==> config.mk <==
export PLATFORM = sky130hd
export DESIGN_NAME = rv32m_div_unit
export DESIGN_NICKNAME = d
export VERILOG_FILES = /design/src/rtl/rv32m_pkg.sv /design/src/rtl/div_sign_fixup.sv /design/src/rtl/rv32m_div_unit.sv
export SDC_FILE = /design/constraint.sdc
export NUM_CORES = 1
export LEC_CHECK = 0
export ABC_CLOCK_PERIOD_IN_PS = 11800
export CAP_MARGIN = 10
export CORE_UTILIZATION = 40
export CTS_CLUSTER_SIZE = 40
export DETAILED_ROUTE_END_ITERATION = 8
export MAX_ROUTING_LAYER = met4
export PLACE_DENSITY = 0.69
export RECOVER_POWER = 25
export SETUP_SLACK_MARGIN = 0.3
export SYNTH_ARGS = -nofsm -noshare
export SYNTH_HDL_FRONTEND = slang
export SYNTH_SLANG_ARGS = --single-unit
==> constraint.sdc <==
create_clock -name CLK -period 11.8 [get_ports CLK]
set_clock_uncertainty 0.1 [all_clocks]
set_input_delay 2.95 -clock CLK [delete_from_list [all_inputs] [get_ports CLK]]
set_output_delay 2.95 -clock CLK [all_outputs]
set_load 0.02 [all_outputs]
==> src/rtl/rv32m_pkg.sv <==
// rv32m_pkg: shared definitions for the RV32M divide unit.
//   - funct3 encodings for DIV/DIVU/REM/REMU
//   - divider FSM state enum
//   - special-case result constants
//   - small decode helpers used by the unit and its sign-fixup stage
package rv32m_pkg;

  localparam logic [2:0] F3_DIV  = 3'b100;
  localparam logic [2:0] F3_DIVU = 3'b101;
  localparam logic [2:0] F3_REM  = 3'b110;
  localparam logic [2:0] F3_REMU = 3'b111;

  typedef enum logic [1:0] {
    DIV_IDLE = 2'd0,
    DIV_CALC = 2'd1,
    DIV_FIX  = 2'd2
  } div_state_e;

  localparam logic [31:0] DIV_BY_ZERO_Q = 32'hFFFF_FFFF;
  localparam logic [31:0] INT_MIN       = 32'h8000_0000;

  // DIV and REM treat operands as two's complement.
  function automatic logic is_signed_op(input logic [2:0] f3);
    return (f3 == F3_DIV) || (f3 == F3_REM);
  endfunction

  // REM and REMU return the remainder rather than the quotient.
  function automatic logic is_rem_op(input logic [2:0] f3);
    return (f3 == F3_REM) || (f3 == F3_REMU);
  endfunction

endpackage

==> src/rtl/div_sign_fixup.sv <==
// div_sign_fixup: combinational final stage of the divider.
// Turns the unsigned magnitude quotient/remainder into the architectural
// result, applying signs and the RISC-V divide-by-zero / overflow rules.
// Ports:
//   i_quo, i_rem   unsigned magnitude quotient and remainder
//   i_abs_a        |dividend| (used to rebuild the dividend on divide by zero)
//   i_sign_a       dividend was negative (signed ops only)
//   i_sign_b       divisor was negative (signed ops only)
//   i_funct3       operation select
//   i_div0         divisor was zero
//   i_ovf          signed overflow case INT_MIN / -1
//   o_result       final 32-bit result
module div_sign_fixup
  import rv32m_pkg::*;
#(
  parameter int XLEN = 32
) (
  input  logic [XLEN-1:0] i_quo,
  input  logic [XLEN-1:0] i_rem,
  input  logic [XLEN-1:0] i_abs_a,
  input  logic            i_sign_a,
  input  logic            i_sign_b,
  input  logic [2:0]      i_funct3,
  input  logic            i_div0,
  input  logic            i_ovf,
  output logic [XLEN-1:0] o_result
);

  logic [XLEN-1:0] w_quo_signed;
  logic [XLEN-1:0] w_rem_signed;
  logic [XLEN-1:0] w_dividend;
  logic [XLEN-1:0] w_quo_final;
  logic [XLEN-1:0] w_rem_final;

  // Signs are already gated to zero for unsigned ops, so no funct3 check here.
  assign w_quo_signed = (i_sign_a ^ i_sign_b) ? (-i_quo) : i_quo;
  assign w_rem_signed = i_sign_a ? (-i_rem) : i_rem;
  assign w_dividend   = i_sign_a ? (-i_abs_a) : i_abs_a;

  always_comb begin
    w_quo_final = w_quo_signed;
    w_rem_final = w_rem_signed;
    if (i_div0) begin
      w_quo_final = DIV_BY_ZERO_Q;
      w_rem_final = w_dividend;
    end else if (i_ovf) begin
      w_quo_final = INT_MIN;
      w_rem_final = '0;
    end
  end

  assign o_result = is_rem_op(i_funct3) ? w_rem_final : w_quo_final;

endmodule

==> src/rtl/rv32m_div_unit.sv <==
// rv32m_div_unit: iterative radix-2 restoring divider for DIV/DIVU/REM/REMU.
// A request in IDLE runs 32 CALC iterations, then one FIX cycle; busy is
// high through CALC and FIX, and done pulses for one cycle afterwards with
// result held until the next done.
// Build option: define RV32M_DIV_FAST_PATH_EN to let divide-by-zero,
// signed overflow, |b| = 1 and |a| < |b| skip CALC entirely.
// Ports:
//   CLK        clock, rising edge
//   RST        asynchronous active-high reset
//   start      request, sampled only in IDLE (ignored together with flush)
//   funct3     100 DIV, 101 DIVU, 110 REM, 111 REMU
//   operand_a  dividend (rs1)
//   operand_b  divisor (rs2)
//   flush      abort the operation in progress
//   busy       operation in progress / stall request
//   done       one-cycle result-valid pulse
//   result     quotient or remainder
module rv32m_div_unit
  import rv32m_pkg::*;
#(
  parameter int XLEN  = 32,
  parameter int CNT_W = 6
) (
  input  logic            CLK,
  input  logic            RST,
  input  logic            start,
  input  logic [2:0]      funct3,
  input  logic [XLEN-1:0] operand_a,
  input  logic [XLEN-1:0] operand_b,
  input  logic            flush,
  output logic            busy,
  output logic            done,
  output logic [XLEN-1:0] result
);

  div_state_e r_state;
  div_state_e w_state_next;

  logic [CNT_W-1:0] r_cnt;
  logic [2:0]       r_funct3;
  logic             r_sign_a;
  logic             r_sign_b;
  logic [XLEN-1:0]  r_abs_a;
  logic [XLEN-1:0]  r_abs_b;
  logic [XLEN-1:0]  r_quo;
  logic [XLEN-1:0]  r_rem;
  logic [XLEN-1:0]  r_result;
  logic             r_done;

  // ---------------- request decode (IDLE side) ----------------
  logic            w_in_signed;
  logic            w_in_sign_a;
  logic            w_in_sign_b;
  logic [XLEN-1:0] w_in_abs_a;
  logic [XLEN-1:0] w_in_abs_b;
  logic            w_fast;
  logic [XLEN-1:0] w_init_quo;
  logic [XLEN-1:0] w_init_rem;
  logic            w_accept;

  assign w_in_signed = is_signed_op(funct3);
  assign w_in_sign_a = w_in_signed & operand_a[XLEN-1];
  assign w_in_sign_b = w_in_signed & operand_b[XLEN-1];
  assign w_in_abs_a  = w_in_sign_a ? (-operand_a) : operand_a;
  assign w_in_abs_b  = w_in_sign_b ? (-operand_b) : operand_b;
  assign w_accept    = (r_state == DIV_IDLE) && start && !flush;

`ifdef RV32M_DIV_FAST_PATH_EN
  logic w_in_div0;
  logic w_in_ovf;
  logic w_in_b_one;
  logic w_in_a_lt_b;

  assign w_in_div0   = (operand_b == '0);
  assign w_in_ovf    = w_in_signed && (operand_a == INT_MIN) && (operand_b == '1);
  assign w_in_b_one  = (w_in_abs_b == XLEN'(1));
  assign w_in_a_lt_b = (w_in_abs_a < w_in_abs_b);
  assign w_fast      = w_in_div0 | w_in_ovf | w_in_b_one | w_in_a_lt_b;

  // Preload quo/rem with the answer FIX expects; div0/ovf are forced in FIX
  // regardless of what lands here.
  assign w_init_quo = (!w_in_b_one && w_in_a_lt_b) ? '0 : w_in_abs_a;
  assign w_init_rem = (!w_in_b_one && w_in_a_lt_b) ? w_in_abs_a : '0;
`else
  assign w_fast     = 1'b0;
  assign w_init_quo = w_in_abs_a;
  assign w_init_rem = '0;
`endif

  // ---------------- one restoring step ----------------
  // The shifted partial remainder needs XLEN+1 bits; the borrow out of the
  // subtraction doubles as the "rem >= |b|" compare.
  logic [XLEN:0] w_shift;
  logic [XLEN:0] w_diff;
  logic          w_ge;

  assign w_shift = {r_rem, r_quo[XLEN-1]};
  assign w_diff  = w_shift - {1'b0, r_abs_b};
  assign w_ge    = ~w_diff[XLEN];

  // ---------------- special cases and fixup ----------------
  logic            w_div0;
  logic            w_ovf;
  logic [XLEN-1:0] w_fix_result;

  assign w_div0 = (r_abs_b == '0);
  assign w_ovf  = is_signed_op(r_funct3) && r_sign_a && r_sign_b &&
                  (r_abs_a == INT_MIN) && (r_abs_b == XLEN'(1));

  div_sign_fixup #(.XLEN(XLEN)) u_fixup (
    .i_quo    (r_quo),
    .i_rem    (r_rem),
    .i_abs_a  (r_abs_a),
    .i_sign_a (r_sign_a),
    .i_sign_b (r_sign_b),
    .i_funct3 (r_funct3),
    .i_div0   (w_div0),
    .i_ovf    (w_ovf),
    .o_result (w_fix_result)
  );

  // ---------------- FSM ----------------
  always_ff @(posedge CLK or posedge RST) begin
    if (RST) r_state <= DIV_IDLE;
    else     r_state <= w_state_next;
  end

  always_comb begin
    w_state_next = r_state;
    case (r_state)
      DIV_IDLE: begin
        if (start && !flush) w_state_next = w_fast ? DIV_FIX : DIV_CALC;
      end
      DIV_CALC: begin
        if (flush)                            w_state_next = DIV_IDLE;
        else if (r_cnt == CNT_W'(XLEN - 1))   w_state_next = DIV_FIX;
      end
      DIV_FIX:  w_state_next = DIV_IDLE;
      default:  w_state_next = DIV_IDLE;
    endcase
  end

  // ---------------- datapath ----------------
  always_ff @(posedge CLK or posedge RST) begin
    if (RST) begin
      r_cnt    <= '0;
      r_funct3 <= '0;
      r_sign_a <= 1'b0;
      r_sign_b <= 1'b0;
      r_abs_a  <= '0;
      r_abs_b  <= '0;
      r_quo    <= '0;
      r_rem    <= '0;
      r_result <= '0;
      r_done   <= 1'b0;
    end else begin
      r_done <= 1'b0;
      case (r_state)
        DIV_IDLE: begin
          if (w_accept) begin
            r_cnt    <= '0;
            r_funct3 <= funct3;
            r_sign_a <= w_in_sign_a;
            r_sign_b <= w_in_sign_b;
            r_abs_a  <= w_in_abs_a;
            r_abs_b  <= w_in_abs_b;
            r_quo    <= w_init_quo;
            r_rem    <= w_init_rem;
          end
        end
        DIV_CALC: begin
          if (!flush) begin
            r_rem <= w_ge ? w_diff[XLEN-1:0] : w_shift[XLEN-1:0];
            r_quo <= {r_quo[XLEN-2:0], w_ge};
            r_cnt <= r_cnt + 1'b1;
          end
        end
        DIV_FIX: begin
          // A flush here drops the result entirely: no update, no pulse.
          if (!flush) begin
            r_result <= w_fix_result;
            r_done   <= 1'b1;
          end
        end
        default: ;
      endcase
    end
  end

  assign busy   = (r_state != DIV_IDLE);
  assign done   = r_done;
  assign result = r_result;

endmodule

# Yosys cells after proc, flatten, opt, wreduce, memory -nomap -nowiden
# Cells that the tools add are included.
# W data, S select, Z words.
totals:
  out_inout_bits: 34
  ff_bits: 174
  in_bits: 71
  wordCells: 82
classes:
  reduce_logical: 19
  eq_ne: 14
  add_sub_neg: 7
  bitwise: 5
  muxes: 26
op_table:
  columns: ["operator", "count"]
  rows:
  - ["$mux W32", 15]
  - ["$neg A32 Y32", 5]
  - ["$pmux W32 S2", 2]
  - ["$sub A33 B32 Y33", 1]
  - ["$eq A32 B1 Y1 const B", 1]
  - ["$eq A32 B32 Y1 const B", 1]
  - ["$logic_not A32 Y1", 1]
  - ["$eq A3 B3 Y1 const B", 5]
  - ["$mux W6", 2]
  - ["$pmux W6 S2", 1]
  - ["$logic_and A1 B1 Y1", 7]
  - ["$add A6 B1 Y6 const B", 1]
  - ["$eq A6 B5 Y1 const B", 1]
  - ["$mux W2", 3]
  - ["$reduce_and A2 Y1", 3]
  - ["$ne A2 B2 Y1 const B", 2]
  - ["$pmux W2 S2", 1]
  - ["$reduce_bool A2 Y1", 2]
  - ["$logic_or A1 B1 Y1", 3]
  - ["$ne A3 B3 Y1 const B", 1]
  - ["$reduce_and A3 Y1", 1]
  - ["$and A1 B1 Y1", 2]
  - ["$eq A2 B1 Y1 const B", 1]
  - ["$eq A2 B2 Y1 const B", 1]
  - ["other kinds (6)", 8]

# Longest topological paths before layout
# Gate-level depths: netlist (run 1).
depth:
  ltp_word: 9
  ltp_mapped: 15
  mapped_depth_nobuf: 14

# By module
# Synthesis (run 1) repeated with hierarchy kept, for this count alone.
hier_totals:
  cells_unflattened: 1591
  hier_area_um2: 13022.5
by_module_without_submodules:
  columns: ["mod", "area_per_inst_um2", "cells_per_inst", "instances", "seq_area_each_um2"]
  rows:
  - ["rv32m_div_unit", 10048.4, 1132, 1, 4354.2]
  - ["div_sign_fixup", 2974.1, 459, 1, 0.0]

# Worst setup path before layout (run 1)
# No wires, ideal clock.
synth_path:
  kind: "input to register"
  from: "in operand_b[4]"
  to: "reg r_abs_b[27]"
  path_slack_ns: 6.543
  stages: 9
  n_path_buf: 0
  required_time_ns: 11.567
  setup_time_ns: 0.133
  arrival_time_ns: 5.024
  cell_sequence: "or3_1 -> or4_1 -> nor3_1 -> nand2_1 -> nor4_1 -> and2_1 -> a21oi_1 -> xnor2_1 -> o21ai_0"
synth_between:
  elab_chain_cells: 2
synth_lines:
  columns: ["item", "line_no", "source"]
  rows:
  - ["start: declaration", "rv32m_div_unit.sv:29", "input logic [XLEN-1:0] operand_b,"]
  - ["$neg A32 Y32", "rv32m_div_unit.sv:65", "assign w_in_abs_b = w_in_sign_b ? (-operand_b) : operand_b;"]
  - ["$mux W32", "rv32m_div_unit.sv:65", null]
  - ["end signal: assignment", "rv32m_div_unit.sv:166", "r_abs_b <= w_in_abs_b;"]
  - ["end: declaration", "rv32m_div_unit.sv:44", "logic [XLEN-1:0] r_abs_b;"]
# Every way passes these cells.
# A chain may end at the register's enable or synchronous reset.

==> impl_metrics.json, run 1 <==
{
  "status": "finished with violations",
  "violations": "max-capacitance violations, max-slew violations",
  "vdd_drop_max_v": 0.000126,
  "post-route-min-period_ns": 6.94,
  "overflow": 0,
  "syn_area_per_cell_sq_um": 8.00,
  "clock_insertion_delay_worst_skew_ns": 0.44,
  "tightest_slew_ns": 4.53,
  "cp-start-kind": "input port",
  "syn_inst": 1547,
  "p_per_area_nw_per_um2": 202,
  "dpl_cell_area_sq_um": 13700,
  "netlist.area_leader.share_pct": 35.2,
  "synthSimpleGateAreaFrac_pct": 19.1,
  "placement.io_buffers": 104,
  "postCtsHoldBufs": 0,
  "relSlewSlack_pct": -204,
  "diodes": 0,
  "vias_per_cell": 5.81,
  "fin_cells": 2013,
  "yosysTopAreaCell": "dfrtp_1",
  "synth_xor_area_share_pct": 12.9,
  "worst-setup-path-type": "in2async",
  "crit_fanout": 100,
  "cts_tree": "built",
  "min_period_over_period_pct": 58.8,
  "grt_pass1_wl_um": 58100,
  "track_usage_pct": 24.1,
  "drc": 0,
  "totalWireLength_um": 36400,
  "place_hpwl_um": 26600,
  "final_util_pct": 47.0,
  "netlist_area_sq_um": 12400,
  "synth_top_family_by_area": "compound AO/OA/AOI/OAI gates",
  "drt_iter0_markers": 962,
  "crit_path_start": "RST",
  "crit_end": "r_cnt[2]",
  "pin_count": 105,
  "synthTopCellsByArea": "dfrtp_1, o21ai_0, xnor2_1, nand2_1, a21oi_1",
  "synth_edf_count": 0,
  "fmax_ghz": 0.144,
  "drtAntennaViolNets": 0,
  "synthAdderAreaFrac_pct": 4.00,
  "ctsResizeCount": 0,
  "synth_seq_cells": 174,
  "cts.sinks": 174,
  "numCtsBuffers": 17,
  "seq_area_frac_synth_pct": 35.2,
  "dp_cells": 1980,
  "r2r_slack_ns": 7.36,
  "endpoint_kind": "async pin",
  "syn-num-nets": 1657,
  "dieWidth_um": 178,
  "start_util_pct": 40.6,
  "core_area_sq_um": 30500,
  "muxShareOfSynthArea_pct": 0.889,
  "row_count": 64,
  "finalMaxSlewViolations": 101,
  "grt_pass1_vias": 11100,
  "setup_viol": 0,
  "finalInstanceArea_sq_um": 14300,
  "cts-root-buf": "clkbuf_16",
  "first_pass_iters": 5,
  "hold_viol_final": 0,
  "ys_async_sr_fraction_pct": 100,
  "clock_path_buffers": 2,
  "min_path_cells": 1,
  "die_y_um": 178,
  "yosys_warnings": 0,
  "htreeDepth": 4,
  "nFillCells": 2999,
  "layout_common_cells": "nand2_1, o21ai_0, dfrtp_1",
  "cp.required_ns": 12.13,
  "synth.distinct_cells": 68,
  "wl_per_cell_um": 18.1,
  "layout-drive-gt1-share_pct": 4.82,
  "final_nets": 1714,
  "via_count": 11700,
  "power.leakage_nw": 5.83,
  "rr_endpoint": "r_rem[23]",
  "regArea_sq_um": 4360,
  "synth_flop_cell": "dfrtp_1",
  "multi_input_area_sq_um": 7540,
  "setup_tns_ns": 0,
  "place_congestion": 0.926,
  "clkTransAtPathRegs_ns": 0.07,
  "hold_path.class": "reg2reg",
  "area.growth.synth_to_final_pct": 15.8,
  "synth-compound-area-share_pct": 23.8,
  "ff2ff_path_depth": 12,
  "worstPathArrival_ns": 7.27,
  "antenna_found_initial": 0,
  "layout_commonest_cell": "nand2_1",
  "grt_max_degree": 101,
  "drv_cap": 1,
  "rsz0062_at_grt": "false",
  "worstReg2RegStart": "r_abs_b[0]",
  "die-area_sq_um": 31700,
  "cts_setup_buffers": 0
}
cells in the mapped netlist (all sizes together) (8+ instances only):
master,instances
o31ai,34
nand2,223
o22ai,8
and2,8
inv,51
ha,38
nand2b,18
or4,15
a211oi,9
o21ai,208
nor4,16
xor2,82
o211ai,10
a221oi,13
buf,11
clkbuf,70
or3,20
o41ai,14
nand3,23
nor2,115
nand4,8
mux2i,11
a21oi,150
nor3,27
nor2b,10
dfrtp,174
xnor2,99
a21o,15
a31oi,15
final cells by class:
class	count	area share, %
clock inverter	15	1.24
timing repair buffer	119	8.02
multi-input combinational	1240	52.6
clock buffer	17	2.97
inverter	52	1.37
tap	396	3.46
sequential	174	30.4
power by group:
group,switching [mW],internal (mW),leakage [nW],total (mW)
Combinational,0.793,0.568,3.33,1.36
Clock,0.278,0.321,0.296,0.598
Sequential,0.221,0.722,2.20,0.944
routing by layer:
layer | vias up | track usage [%] | wire (um)
li1 | 5565 | - | -
met1 | 5656 | 32.3 | 16000
met2 | 425 | 38.2 | 17300
met3 | 54 | 2.93 | 2340
met4 | 0 | 6.27 | 692
met5 | - | - | 0
metrics by stage:
stage / worst slack (ns) / hold slack [ns] / total power, mW
floorplan: 4.03 / 0.337 / 1.93
CTS: 6.02 / 0.381 / 2.88
detailed placement: 5.57 / 0.365 / 2.28
global route: 4.06 / 0.404 / 3.10
finish: 4.86 / 0.379 / 2.90
global placement: 5.70 / 0.362 / 2.25
cells by family after synthesis:
kind of cell / Yosys count
simple gates: 507
compound gates: 502
xor+xnor: 181
flops: 174
buf+inv: 133
fa+ha+maj: 39
mux: 11
state kept, by name (all words and copies together), names as in the netlist, 2 cells and up:
register  cells
r_cnt         6
r_quo        32
r_funct3      3
r_abs_b      32
r_abs_a      32
r_rem        32
r_state       2
result       32
worst min-delay path by stage:
stage                     slack (ns)     endpoint        start
final                           0.38   result[11]   result[11]
after global routing            0.40   result[16]   result[16]
after CTS                       0.38   result[11]   result[11]
after detailed placement        0.37   result[11]   result[11]
after global placement          0.36   result[11]   result[11]
after floorplan                 0.34  r_funct3[0]  r_funct3[0]
critical path: stages:
cell and delay (ns):
dlygate4sd3_1 0.59, clkinvlp_2 2.51, buf_4 1.07
Power figures use the tool's default switching activity.
==> inputs of run 2 (changes only) <==
Settings changed: ABC_CLOCK_PERIOD_IN_PS 11800 to 7100.
Clock period 11.8 ns to 7.1 ns, I/O delays scaled along.
==> run 2 against run 1 <==
  * The run still ends with max-capacitance violations, max-slew violations left
  * Design area decreased by 0.14%
  * Worst hold slack is essentially flat
  * Core utilization down 0.066 points
  * Clock-buffer cell count is the same
==> impl_metrics.json, run 2 (synthesis results as in run 1) <==
{
  "vias_per_cell": 5.73,
  "endpoint_kind": "async pin",
  "hold_viol_final": 0,
  "place_hpwl_um": 27000,
  "violations": "max-capacitance violations, max-slew violations",
  "cp.buffers_inverters": 3,
  "setup_tns_ns": 0,
  "overflow": 0,
  "min_period_over_period_pct": 73.1,
  "slowest_stage": "inv_1",
  "vdd_drop_max_v": 0.000214,
  "postCtsHoldBufs": 0,
  "clock_path_buffers": 2,
  "clkTransAtPathRegs_ns": 0.07,
  "fin_cells": 2016,
  "htreeDepth": 4,
  "area.growth.synth_to_final_pct": 15.6,
  "cp.required_ns": 7.51,
  "cts.sinks": 174,
  "relSlewSlack_pct": -134,
  "grt_pass1_wl_um": 58200,
  "layout_common_cells": "nand2_1, o21ai_0, dfrtp_1",
  "tightest_slew_ns": 3.51,
  "dieWidth_um": 178,
  "drt_iter0_markers": 1038,
  "ctsResizeCount": 0,
  "track_usage_pct": 24.3,
  "pin_count": 105,
  "status": "finished with violations",
  "fmax_ghz": 0.193,
  "numCtsBuffers": 17,
  "finalMaxSlewViolations": 163,
  "core_area_sq_um": 30500,
  "antenna_found_initial": 0,
  "row_count": 64,
  "die_y_um": 178,
  "drtAntennaViolNets": 0,
  "drv_cap": 2,
  "drc": 0,
  "nFillCells": 3003,
  "place_congestion": 0.902,
  "final_nets": 1717,
  "die-area_sq_um": 31700,
  "post-route-min-period_ns": 5.19,
  "cts-root-buf": "clkbuf_16",
  "grt_max_degree": 89,
  "layout_commonest_cell": "nand2_1",
  "totalWireLength_um": 36600,
  "wl_per_cell_um": 18.1,
  "placement.io_buffers": 104,
  "path_delay_family": "buffers and inverters",
  "first_pass_iters": 7,
  "via_count": 11500,
  "worstPathArrival_ns": 5.60,
  "hold_path.class": "reg2reg",
  "cts_setup_buffers": 0,
  "totalPowerFinal_mw": 4.78,
  "grt_pass1_vias": 10800,
  "clock_insertion_delay_worst_skew_ns": 0.45,
  "worst-setup-path-type": "in2async",
  "rsz0062_at_grt": "false",
  "cts_tree": "built",
  "setup_viol": 0,
  "power.leakage_nw": 5.82,
  "final_util_pct": 46.9,
  "cp_cell_sequence": "clkdlybuf4s50_1 -> inv_1 -> buf_4",
  "cp-start-kind": "input port",
  "diodes": 0,
  "hold_ws_ns": 0.379,
  "layout-drive-gt1-share_pct": 4.75,
  "dp_cells": 1984,
  "start_util_pct": 40.6,
  "p_per_area_nw_per_um2": 334,
  "crit_fanout": 88,
  "max_stage_delay_ns": 2.43
}
-- run 2: cell count changes in the layout (fill, tap and decap cells not counted), moves of 2 or more --
cell / before / now
buf_4: 14 / 16
bufinv_16: 2 / 0
clkinv_2: 2 / 0
clkinv_4: 1 / 3
clkinvlp_4: 1 / 3
inv_6: 6 / 3
inv_8: 2 / 5
-- run 2: final timing paths --
path / start / to / slack [ns] / depth (start not counted)
worst max-delay path: RST / result[23] / 1.91 / 3
worst min-delay path: result[11] / result[11] / 0.38 / 1
worst max register to register: r_abs_b[0] / r_rem[0] / 3.04 / 14
worst min register to register: result[11] / result[11] / 0.38 / 1
max in group CLK: flush / r_abs_a[12] / 2.29 / 4
min in group asynchronous: RST / r_rem[8] / 2.86 / 2
-- run 2: power by group --
group          leakage [nW]  switching [mW]  total [mW]  internal (mW)
sequential             2.20           0.364        1.56           1.20
clock                 0.273           0.471       0.939          0.468
combinational          3.34            1.33        2.28          0.953
-- run 2: through the flow --
| stage | instance area, sq um | worst slack [ns] |
|---|---|---|
| floorplan | 12400 | 0.508 |
| global placement | 13800 | 2.21 |
| global route | 14300 | 1.20 |
| finish | 14300 | 1.91 |
| detailed placement | 13800 | 2.10 |
| CTS | 14300 | 2.57 |
-- run 2: layer usage --
metal  vias up  GRT usage, %  share of wire, %
met2       398          38.0                47
met1      5518          33.1                45
met3        41          2.87               5.8
li1       5590             -                 -
met4         0          6.52               1.8
met5         -             -                 0
-- run 2: final cells by class --
class	count	area (sq um)	area share, %
clock buffer	17	425	2.97
clock inverter	15	148	1.03
inverter	52	195	1.36
multi-input combinational	1240	7530	52.6
sequential	174	4360	30.4
tap	396	495	3.46
timing repair buffer	122	1170	8.16
==> inputs of run 3 (changes only) <==
Settings changed: ABC_CLOCK_PERIOD_IN_PS 7100 to 5200.
Clock period 7.1 ns to 5.2 ns, I/O delays scaled along.
==> run 3 against run 2 <==
  * The flow still finishes with violations (max-capacitance violations, max-slew violations)
  * Register-to-register slack worse by 1.9 ns
  * Core utilization is 0.11 points higher
  * Highest routed layer unchanged
  * Power is 37% higher
  * Non-clock buffer count is 3 higher
  * Final cell count is 0.15% higher
  * Clock power is 36% higher
  * Sequential cell count stayed put
  * Critical path type is now in2reg
  * Routed wire length is 0.20% higher
  * Sequential power is 37% higher
  * Global-route usage is 0.12 points lower
  * Via count is 0.28% higher
==> impl_metrics.json, run 3 (synthesis results as in run 1) <==
{
  "status": "finished with violations",
  "violations": "max-capacitance violations, max-slew violations",
  "endpoint_kind": "flip-flop",
  "tightest_slew_ns": 2.47,
  "regArea_sq_um": 4360,
  "layout_commonest_cell": "nand2_1",
  "first_pass_iters": 5,
  "fmax_ghz": 0.240,
  "cp.buffers_inverters": 2,
  "ctsResizeCount": 0,
  "overflow": 0,
  "clock_insertion_delay_worst_skew_ns": 0.44,
  "placement.io_buffers": 104,
  "place_congestion": 0.923,
  "power.leakage_nw": 5.83,
  "die-area_sq_um": 31700,
  "pin_count": 105,
  "drc": 0,
  "cp_cell_sequence": "clkdlybuf4s50_1 -> inv_1 -> ha_1 -> nand2_1 -> or4_1 -> nor2b_1 -> a21oi_1 -> a21oi_1 -> o21ai_0 -> xnor2_1 -> nor2_1 -> a21oi_1 -> o21ai_0",
  "post-route-min-period_ns": 4.16,
  "grt_pass1_vias": 10800,
  "multi_input_area_sq_um": 7540,
  "place_hpwl_um": 26900,
  "worstPathArrival_ns": 4.34,
  "drtAntennaViolNets": 0,
  "setup_viol": 0,
  "htreeDepth": 4,
  "cts.sinks": 174,
  "area.growth.synth_to_final_pct": 15.9,
  "fin_cells": 2019,
  "hold_path.class": "reg2reg",
  "final_nets": 1720,
  "cpMostUsedCell": "a21oi_1",
  "layout-drive-gt1-share_pct": 4.99,
  "cts-root-buf": "clkbuf_16",
  "p_per_area_nw_per_um2": 455,
  "totalPowerFinal_mw": 6.53,
  "min_period_over_period_pct": 80.0,
  "clock_path_buffers": 2,
  "path_delay_family": "compound AO/OA/AOI/OAI gates",
  "wl_per_cell_um": 18.2,
  "vias_per_cell": 5.74,
  "cts_setup_buffers": 0,
  "die_y_um": 178,
  "relSlewSlack_pct": -64.6,
  "setup_tns_ns": 0,
  "worst-setup-path-type": "in2reg",
  "drv_cap": 1,
  "finalMaxSlewViolations": 175,
  "cp.required_ns": 5.38,
  "crit_fanout": 5,
  "hold_ws_ns": 0.377,
  "cts_tree": "built",
  "antenna_found_initial": 0,
  "vdd_drop_max_v": 0.000387,
  "cp-start-kind": "input port",
  "numCtsBuffers": 17,
  "nFillCells": 2980,
  "hold_viol_final": 0,
  "diodes": 0,
  "track_usage_pct": 24.1,
  "rsz0062_at_grt": "false",
  "dieWidth_um": 178,
  "slowest_stage": "clkdlybuf4s50_1",
  "postCtsHoldBufs": 0,
  "max_stage_delay_ns": 0.53,
  "totalWireLength_um": 36600,
  "via_count": 11600,
  "dp_cells": 1987,
  "layout_common_cells": "nand2_1, o21ai_0, dfrtp_1",
  "clkTransAtPathRegs_ns": 0.08,
  "row_count": 64,
  "drt_iter0_markers": 1242,
  "start_util_pct": 40.6,
  "grt_max_degree": 175,
  "core_area_sq_um": 30500,
  "grt_pass1_wl_um": 57900
}
## run 3: tightest hold or removal path: cells and delay by family, from the launching register on
family	cells	cell delay [ns]
AOI/OAI and AO/OA	1	0.06
and+or+nand+nor	1	0.05
DFF	1	0.34
## run 3: layer usage
metal	up-vias	GRT usage (%)	wire length [um]
met5	-	-	0
met4	0	5.80	618
met3	49	3.47	2160
met2	397	37.5	17000
met1	5528	33.0	16800
li1	5605	-	-
## run 3: worst paths after layout
path / start / end / slack, ns / cells after the start
max: operand_a[0] / r_quo[30] / 1.04 / 13
min: result[7] / result[7] / 0.38 / 2
max reg2reg: r_abs_b[0] / r_rem[25] / 1.13 / 13
min reg2reg: result[7] / result[7] / 0.38 / 2
max in group asynchronous: RST / r_sign_a / 1.19 / 3
min in group asynchronous: RST / r_rem[10] / 2.11 / 3
## run 3: through the flow
step           cell area [sq um]  util, %  setup WS [ns]
5_1_grt                    14400     47.0          0.613
4_1_cts                    14400     47.1           1.04
2_1_floorplan              12400        -           1.58
6_report                   14400     47.0           1.04
3_3_place_gp               13800     45.2          0.733
3_5_place_dp               13800     45.2          0.588
## run 3: final cells by class
class | instances | share of cell area (%)
inverters | 52 | 1.39
clock buffers | 17 | 2.96
well taps | 396 | 3.45
flip-flops and latches | 174 | 30.3
multi-input cells | 1240 | 52.5
repair buffers | 125 | 8.30
clock inverters | 15 | 1.04
## run 3: where the power goes
| part | internal (mW) | leakage [nW] | switching [mW] |
|---|---|---|---|
| clock | 0.638 | 0.276 | 0.644 |
| combinational | 1.30 | 3.36 | 1.81 |
| sequential | 1.64 | 2.20 | 0.504 |
